===== config.mk =====
export PLATFORM = sky130hd
export DESIGN_NAME = fifo_write_arbiter_flat
export DESIGN_NICKNAME = d
export VERILOG_FILES = /design/src/rtl/fifo_write_arbiter_if.sv /design/src/rtl/fifo_write_arbiter.sv /design/src/flat_wrapper.sv
export SDC_FILE = /design/constraint.sdc
export NUM_CORES = 1
export LEC_CHECK = 0
export ABC_AREA = 1
export ABC_CLOCK_PERIOD_IN_PS = 1800
export CAP_MARGIN = 5
export CORE_MARGIN = 5
export CORE_UTILIZATION = 42
export DETAILED_ROUTE_END_ITERATION = 6
export PLACE_DENSITY = 0.89
export SETUP_SLACK_MARGIN = 0.4
export SYNTH_ARGS = -nofsm -noshare
export SYNTH_HDL_FRONTEND = slang
export SYNTH_SLANG_ARGS = --single-unit
export TNS_END_PERCENT = 30

===== constraint.sdc =====
create_clock -name clk -period 1.8 [get_ports clk]
set_input_delay 0.36 -clock clk [delete_from_list [all_inputs] [get_ports clk]]
set_output_delay 0.36 -clock clk [all_outputs]
set_load 0.02 [all_outputs]

===== src/rtl/fifo_write_arbiter_if.sv =====
// Write-port bundle between the requesters/FIFO side and the round-robin write arbiter.
// master is the arbiter's view; slave is the requester/FIFO side.
interface fifo_write_arbiter_if #(
  parameter int WORD_SIZE = 8,
  parameter int ID_SIZE   = 2
);
  localparam int NUM_REQ = 1 << ID_SIZE;

  logic [NUM_REQ-1:0]           req;
  logic [NUM_REQ*WORD_SIZE-1:0] req_word;
  logic                         full;
  logic [NUM_REQ-1:0]           ack;
  logic                         wen;
  logic [WORD_SIZE-1:0]         w_word;
  logic [ID_SIZE-1:0]           owner;
  logic                         busy;

  modport master (
    input  req, req_word, full,
    output ack, wen, w_word, owner, busy
  );

  modport slave (
    output req, req_word, full,
    input  ack, wen, w_word, owner, busy
  );
endinterface


===== src/rtl/fifo_write_arbiter.sv =====
// Round-robin owner of the async FIFO write port: one requester holds the port for
// up to MAX_BURST accepted words, never writes while full, and idles one cycle between grants.
module fifo_write_arbiter #(
  parameter int WORD_SIZE = 8,
  parameter int ID_SIZE   = 2,
  parameter int MAX_BURST = 4
) (
  input logic                  clk,
  input logic                  rst,
  fifo_write_arbiter_if.master bus
);
  localparam int         NUM_REQ    = 1 << ID_SIZE;
  localparam logic [7:0] BURST_LAST = 8'(MAX_BURST);

  typedef enum logic {IDLE, GRANT} state_t;

  state_t             r_state;
  logic [ID_SIZE-1:0] r_owner;
  logic [ID_SIZE-1:0] r_last;
  logic [7:0]         r_bcnt;

  logic [ID_SIZE-1:0] w_sel;
  logic [ID_SIZE-1:0] w_idx;
  logic               w_found;
  logic               w_own_req;
  logic               w_wen;

  // Scan last+1 .. last+NUM_REQ; the final step wraps back onto last itself.
  always_comb begin
    w_sel   = r_last;
    w_idx   = r_last;
    w_found = 1'b0;
    for (int k = 1; k <= NUM_REQ; k++) begin
      w_idx = r_last + ID_SIZE'(k);
      if (!w_found && bus.req[w_idx]) begin
        w_found = 1'b1;
        w_sel   = w_idx;
      end
    end
  end

  assign w_own_req = bus.req[r_owner];
  assign w_wen     = (r_state == GRANT) && w_own_req && !bus.full;

  // Write strobe and data stay combinational so a stall on full costs no bubble.
  assign bus.wen    = w_wen;
  assign bus.ack    = w_wen ? (NUM_REQ'(1) << r_owner) : '0;
  assign bus.w_word = w_wen ? bus.req_word[r_owner*WORD_SIZE +: WORD_SIZE] : '0;
  assign bus.owner  = r_owner;
  assign bus.busy   = (r_state == GRANT);

  always_ff @(posedge clk) begin
    if (rst) begin
      r_state <= IDLE;
      r_owner <= '0;
      r_bcnt  <= '0;
      r_last  <= '1;
    end else begin
      case (r_state)
        IDLE: begin
          if (w_found) begin
            r_owner <= w_sel;
            r_bcnt  <= '0;
            r_state <= GRANT;
          end
        end
        GRANT: begin
          // A withdrawn request releases even during a full stall.
          if (!w_own_req) begin
            r_last  <= r_owner;
            r_state <= IDLE;
          end else if (w_wen) begin
            r_bcnt <= r_bcnt + 8'd1;
            if (r_bcnt + 8'd1 == BURST_LAST) begin
              r_last  <= r_owner;
              r_state <= IDLE;
            end
          end
        end
        default: r_state <= IDLE;
      endcase
    end
  end
endmodule


===== src/flat_wrapper.sv =====
// flat-port wrapper written by rule: the top's interface ports become plain ports
module fifo_write_arbiter_flat 
#(
  parameter int WORD_SIZE = 8,
  parameter int ID_SIZE   = 2,
  parameter int MAX_BURST = 4
)
  (clk, rst, bus_req, bus_req_word, bus_full, bus_ack, bus_wen, bus_w_word, bus_owner, bus_busy);
  fifo_write_arbiter_if #(.WORD_SIZE(WORD_SIZE), .ID_SIZE(ID_SIZE)) bus_i ();
  input logic clk;
  input logic rst;
  input wire logic [$bits(bus_i.req)-1:0] bus_req;
  input wire logic [$bits(bus_i.req_word)-1:0] bus_req_word;
  input wire logic [$bits(bus_i.full)-1:0] bus_full;
  output wire logic [$bits(bus_i.ack)-1:0] bus_ack;
  output wire logic [$bits(bus_i.wen)-1:0] bus_wen;
  output wire logic [$bits(bus_i.w_word)-1:0] bus_w_word;
  output wire logic [$bits(bus_i.owner)-1:0] bus_owner;
  output wire logic [$bits(bus_i.busy)-1:0] bus_busy;
  assign bus_i.req = bus_req;
  assign bus_i.req_word = bus_req_word;
  assign bus_i.full = bus_full;
  assign bus_ack = bus_i.ack;
  assign bus_wen = bus_i.wen;
  assign bus_w_word = bus_i.w_word;
  assign bus_owner = bus_i.owner;
  assign bus_busy = bus_i.busy;
  fifo_write_arbiter #(.WORD_SIZE(WORD_SIZE), .ID_SIZE(ID_SIZE), .MAX_BURST(MAX_BURST)) u_core (.clk(clk), .rst(rst), .bus(bus_i));
endmodule

==> results of run 1 <==
worst min-delay path, cell delays in order (launching register included):
cell	delay, ns
dfxtp_1	0.35
nand3_2	0.08
a21oi_2	0.04
synthesized netlist by cell type:
cell and n:
a31oi_1 8, nor2_4 1, inv_1 19, inv_2 3
o21ai_2 2, clkbuf_1 1, dfxtp_1 13, a21oi_1 2
nand3_2 8, o21ai_1 3, buf_6 2, o21ai_0 3
o221ai_1 1, nand2_2 5, buf_2 1, a22oi_1 8
nor2_1 15, ha_1 2, nand2_1 87, buf_1 1
nand3_1 13, xor2_1 1, a21oi_2 8, o2111ai_1 1
worst paths after layout:
path | start | to | slack [ns]
worst max register to register | u_core.bus.owner[0]$_SDFFE_PP0P_ | u_core.r_last[1]$_SDFFE_PP1P_ | 0
worst min-delay path | u_core.r_bcnt[7]$_SDFFE_PP0P_ | u_core.r_bcnt[7]$_SDFFE_PP0P_ | 0.52
worst max-delay path | u_core.bus.owner[0]$_SDFFE_PP0P_ | bus_w_word[5] | -0.26
worst min register to register | u_core.r_bcnt[7]$_SDFFE_PP0P_ | u_core.r_bcnt[7]$_SDFFE_PP0P_ | 0.52
repair_timing:
item | in CTS | in global routing
endpoints found under the setup margin | 29 | 28
pin swaps | 42 | 19
resized for setup | 136 | 33
setup buffers | 6 | 1
cell type report:
cell class,instances,share of cell area [%]
clock buffers,3,0.918
clock inverters,1,0.204
inverters,22,3.98
multi-input cells,168,49.4
flip-flops and latches,13,11.3
well taps,31,1.58
repair buffers,81,32.6
power breakdown:
group          total, mW  internal (mW)  switching [mW]
registers          0.412          0.339          0.0722
logic               1.70          0.715           0.982
clock network      0.191         0.0828           0.108
total               2.30           1.14            1.16
stage by stage:
step	area, µm²	utilization [%]
after floorplan	1410	-
after global placement	2100	75.4
after detailed placement	2100	75.4
after CTS	2330	83.8
after global routing	2450	88.2
final	2450	88.2
flip-flops by register name (all words and copies together) (netlist names):
| register | flops |
|---|---|
| u_core.bus.busy | 1 |
| u_core.bus.owner | 2 |
| u_core.r_last | 2 |
| u_core.r_bcnt | 8 |
layer usage:
| metal | routed length, µm | vias up | global-route usage, % |
|---|---|---|---|
| met2 | 3240 | 82 | 43.3 |
| met4 | 265 | 0 | 8.65 |
| met1 | 2060 | 831 | 28.3 |
| li1 | - | 841 | - |
| met3 | 274 | 29 | 4.38 |
| met5 | 0 | - | 0 |
cell families (layout without fill, tap and decap cells):
group                      after synthesis  after routing  share of synthesized area [%]
AOI/OAI and AO/OA                       36             36                           20.6
adders and majority gates                2              2                           2.02
xor gates and xnor gates                 1              1                          0.708
and+or+nand+nor                        129            129                           46.1
buffers and inverters                   27            107                           9.50
DFF                                     13             13                           21.0
==> qor.txt, run 1 <==
Synth area leaders: nand2_1 26%, dfxtp_1 21%, nand3_2 6.5%
Area Growth Syn to Fin: 98.2%
Crit path DAT: 1.70 ns
Number of global-route vias before repair: 1709
CTS Buf Count: 3
Vias: 1783
Initial antenna violation count: 0
H-tree depth: 1
Worst R2R Path Depth: 14
Routed wire per std cell: 18.3 µm
Dpl cells: 308
Crit path cell chain: buf_6 > nand2_4 > nand2_2 > nand2_2 > nand2_4 > nand2_4 > buf_12 > a31oi_4 > buf_6
Clk root buf: clkbuf_4
Crit path depth: 9
Worst hold path class: reg -> reg
Largest net degree at the start of global routing: 12
Grt total ovfl: 0
Final setup skew: 0.0149 ns
Post-route insts no fill: 319
Critical Path RT: 1.44 ns
Synth warn: 0
Initial drt markers: 134
Clock-pin transition on the worst setup and hold timing paths: 0.09 ns
Maximum vdd drop: 0.837 mV
Nets@finish: 330
Period minus WS final: 2.06 ns
Setup WS pre-CTS: -0.733 ns
Failing checks: negative setup slack
Port-buffer cells: 54
Slew Limit Headroom: 77.3%
Share of Yosys cell area claimed by the top area cell type: 26.4%
Die height: 64.3 µm
Routability cong.: 0.891
Fillers: 121
Final period util: 115%
Yosys reg bits: 13
Crit path max-delay family: buffers and inverters
Worst-Skew Late Latency: 0.29 ns
Max-cap violations: 0
Core area: 0.00278 mm²
Max Freq: 485 MHz
Slowest CP cell: dfxtp_4
Fin. max-slew vios: 0
CTS Sinks: 13
Register area share after synthesis: 21.0%
Sum Neg Setup Slack: -2.46 ns
Setup violations, final: 14
LEAKAGE: 0.979 nW
Synth cell types: 24
Cell row count: 19
Placed wire-length estimate: 3440 µm
DR vias/cell: 5.59
Share of cells above drive strength 1: 47.2%
Endpoint type of the worst setup path: output pin
Critical path launch point type: flop
Cell mode on critical path: nand2_4
Commonest non-fill, non-tap cell in the layout: nand2_1
Diode count: 0
Die width: 64.3 µm
Maximum fanout along the worst path: 8
Routed Wire Length: 5840 µm
Final Hold Vio Count: 0
Status: finished, violations left
CTS tree: done
Post-route ant nets: 0
Syn Inst Count: 208
Syn nets: 249
Hold Slack: 0.517 ns
First-pass GRT wire length: 8050 µm
Unrepaired setup endpoints after global routing: true
PwrDens: 937 mW/mm²
Setup WS post-layout: -0.263 ns
DRC errors left: 0
GRT Total Usage: 24.2%
Register Area: 277 µm²
Multi-input gate area: 0.00121 mm²
Hold-fix buffers, CTS: 0
Most frequent cells in the layout: 61 x nand2_1, 34 x clkdlybuf4s50_1, 20 x nand2_2, 20 x buf_4, 18 x buf_6
CTS Buffer Depth: 2
Avg Inst Size Synth: 5.95 µm²
Design Power: 2.30 mW
Hold Path Cell Cnt: 2
DRT Pass-1 Iters: 4
Critical path class: reg -> out
Worst path buffer plus inverter count: 3
Synth area leader: nand2_1
Post-synthesis cell area: 0.00124 mm²
# IOs: 55
Area of the die: 0.00413 mm²
Worst-Margin Slew: 0.340 ns
CP max stage delay: 0.42 ns
Starting Density: 44.5%
Power figures use the tool's default switching activity.
==> run 2, diff against run 1 <==
--- a/config.mk
+++ b/config.mk
@@ -6,12 +6,12 @@
 export NUM_CORES = 1
 export LEC_CHECK = 0
 export ABC_AREA = 1
-export ABC_CLOCK_PERIOD_IN_PS = 1800
+export ABC_CLOCK_PERIOD_IN_PS = 2400
 export CAP_MARGIN = 5
 export CORE_MARGIN = 5
-export CORE_UTILIZATION = 42
+export CORE_UTILIZATION = 45
 export DETAILED_ROUTE_END_ITERATION = 6
-export PLACE_DENSITY = 0.89
+export PLACE_DENSITY = 0.94
 export SETUP_SLACK_MARGIN = 0.4
 export SYNTH_ARGS = -nofsm -noshare
 export SYNTH_HDL_FRONTEND = slang
==> constraint.sdc (replaced) <==
create_clock -name clk -period 2.4 [get_ports clk]
set_input_delay 0.48 -clock clk [delete_from_list [all_inputs] [get_ports clk]]
set_output_delay 0.48 -clock clk [all_outputs]
set_load 0.02 [all_outputs]
==> qor.txt, run 2 (same netlist as run 1, synthesis figures left out) <==
CTS Sinks: 13
CP max stage delay: 0.38 ns
Core area: 0.00269 mm²
Die width: 62.4 µm
Commonest non-fill, non-tap cell in the layout: nand2_1
Period minus WS final: 2.11 ns
Sum Neg Setup Slack: 0 ns
Largest register FFs: 8
Crit path max-delay family: buffers and inverters
Worst path buffer plus inverter count: 3
CTS tree: done
Final Hold Vio Count: 0
Placed wire-length estimate: 2970 µm
Setup violations, final: 0
Routed Wire Length: 4540 µm
Crit path DAT: 1.63 ns
H-tree depth: 1
Cell row count: 19
Sw Share: 49.2%
Initial antenna violation count: 0
GRT Total Usage: 17.9%
Max-cap violations: 0
Endpoint type of the worst setup path: output pin
Clk root buf: clkbuf_4
Routability cong.: 0.824
CTS Buffer Depth: 2
Critical path launch point type: flop
Worst-Skew Late Latency: 0.28 ns
Port-buffer cells: 54
Diode count: 0
DR vias/cell: 5.51
Maximum vdd drop: 0.558 mV
Critical path class: reg -> out
Internal Pwr Total: 0.650 mW
DRT Pass-1 Iters: 4
Die height: 62.4 µm
Starting Density: 46.1%
Number of global-route vias before repair: 1447
Nets@finish: 316
LEAKAGE: 0.861 nW
Share of cells above drive strength 1: 27.7%
Final setup skew: 0.000730 ns
Largest net degree at the start of global routing: 13
P_sw: 0.630 mW
Routed wire per std cell: 14.9 µm
# IOs: 55
Fin. max-slew vios: 0
Flop pwr share: 23.9%
Slew Limit Headroom: 70.7%
First-pass GRT wire length: 5880 µm
Area Growth Syn to Fin: 61.9%
Critical Path RT: 1.92 ns
Most frequent cells in the layout: 81 x nand2_1, 36 x clkdlybuf4s50_1, 16 x inv_1
Unrepaired setup endpoints after global routing: true
Clock share of power: 11.0%
Area of the die: 0.00390 mm²
Maximum fanout along the worst path: 7
Max Freq: 474 MHz
Initial drt markers: 88
Clock-pin transition on the worst setup and hold timing paths: 0.08 ns
Logic pwr share: 65.1%
Post-route ant nets: 0
Hold Slack: 0.521 ns
Worst-Margin Slew: 0.438 ns
DRC errors left: 0
Slowest CP cell: dfxtp_4
Grt total ovfl: 0
Status: completed
Crit path cell chain: inv_4 > nand2_1 > nand2_1 > nand2_2 > nand2_4 > nand2_4 > buf_6 > a31oi_1 > buf_4
Top reg by flops: u_core.r_bcnt
Final period util: 87.9%
CTS Buf Count: 3
PwrDens: 639 mW/mm²
Vias: 1682
Worst hold path class: reg -> reg
## run 2: cell types whose count changed in the layout (fill, tap and decap cells not counted), moves of 5 or more
cell     before  now
buf_4        20   15
nand2_2      20    9
buf_6        18    3
a31oi_4       8    3
nand2_4      10    2
nand2_1      61   81
## run 2: metrics by stage
stage | utilization [%] | setup slack [ns] | std cells | area (µm²) | power (mW)
after floorplan | - | 0.448 | 208 | 1240 | 0.752
after global placement | 69.6 | -0.371 | 298 | 1870 | 0.985
after detailed placement | 69.6 | -0.392 | 298 | 1870 | 0.999
after CTS | 69.2 | 0.401 | 303 | 1860 | 1.15
after global routing | 74.6 | 0.244 | 305 | 2000 | 1.37
final | 74.6 | 0.290 | 305 | 2000 | 1.28
## run 2: worst min-delay path, stage by stage, from the launching register on
cell and delay, ns:
dfxtp_1 0.35, nand3_2 0.09, a21oi_2 0.04
## run 2: worst paths after layout
path / from / end / slack, ns / cells past startpoint
min: u_core.r_bcnt[7]$_SDFFE_PP0P_ / u_core.r_bcnt[7]$_SDFFE_PP0P_ / 0.52 / 2
min reg2reg: u_core.r_bcnt[7]$_SDFFE_PP0P_ / u_core.r_bcnt[7]$_SDFFE_PP0P_ / 0.52 / 2
max reg2reg: u_core.bus.owner[0]$_SDFFE_PP0P_ / u_core.r_last[1]$_SDFFE_PP1P_ / 0.48 / 15
max: u_core.bus.owner[0]$_SDFFE_PP0P_ / bus_w_word[5] / 0.29 / 9
## run 2: layout make-up
cell class / instances / area, µm²
clock buffers: 4 / 26.3
fillers: 177 / 683
inverters: 22 / 85.1
multi-input cells: 168 / 958
flip-flops and latches: 13 / 268
well taps: 31 / 38.8
repair buffers: 67 / 627
## run 2: layer usage
| metal | track usage (%) | share of wire (%) |
|---|---|---|
| met1 | 19.9 | 39 |
| met2 | 33.0 | 49 |
| met3 | 4.68 | 8.0 |
| met4 | 4.77 | 4.7 |
| met5 | 0 | 0 |
## run 2: what timing repair did
action | CTS | global route
setup buffers | 1 | 1
gates cloned | 0 | 1
resized for setup | 75 | 27
hold buffers | 0 | 0
endpoints found under the setup margin | 15 | 13
pin swaps | 3 | 3
## run 2: power by group through the flow
stage | logic (mW) | registers [mW] | clock network, mW
after floorplan | 0.451 | 0.301 | 0
after global placement | 0.689 | 0.296 | 0
after detailed placement | 0.701 | 0.297 | 0
after CTS | 0.707 | 0.295 | 0.143
after global routing | 0.901 | 0.311 | 0.154
final | 0.833 | 0.306 | 0.141
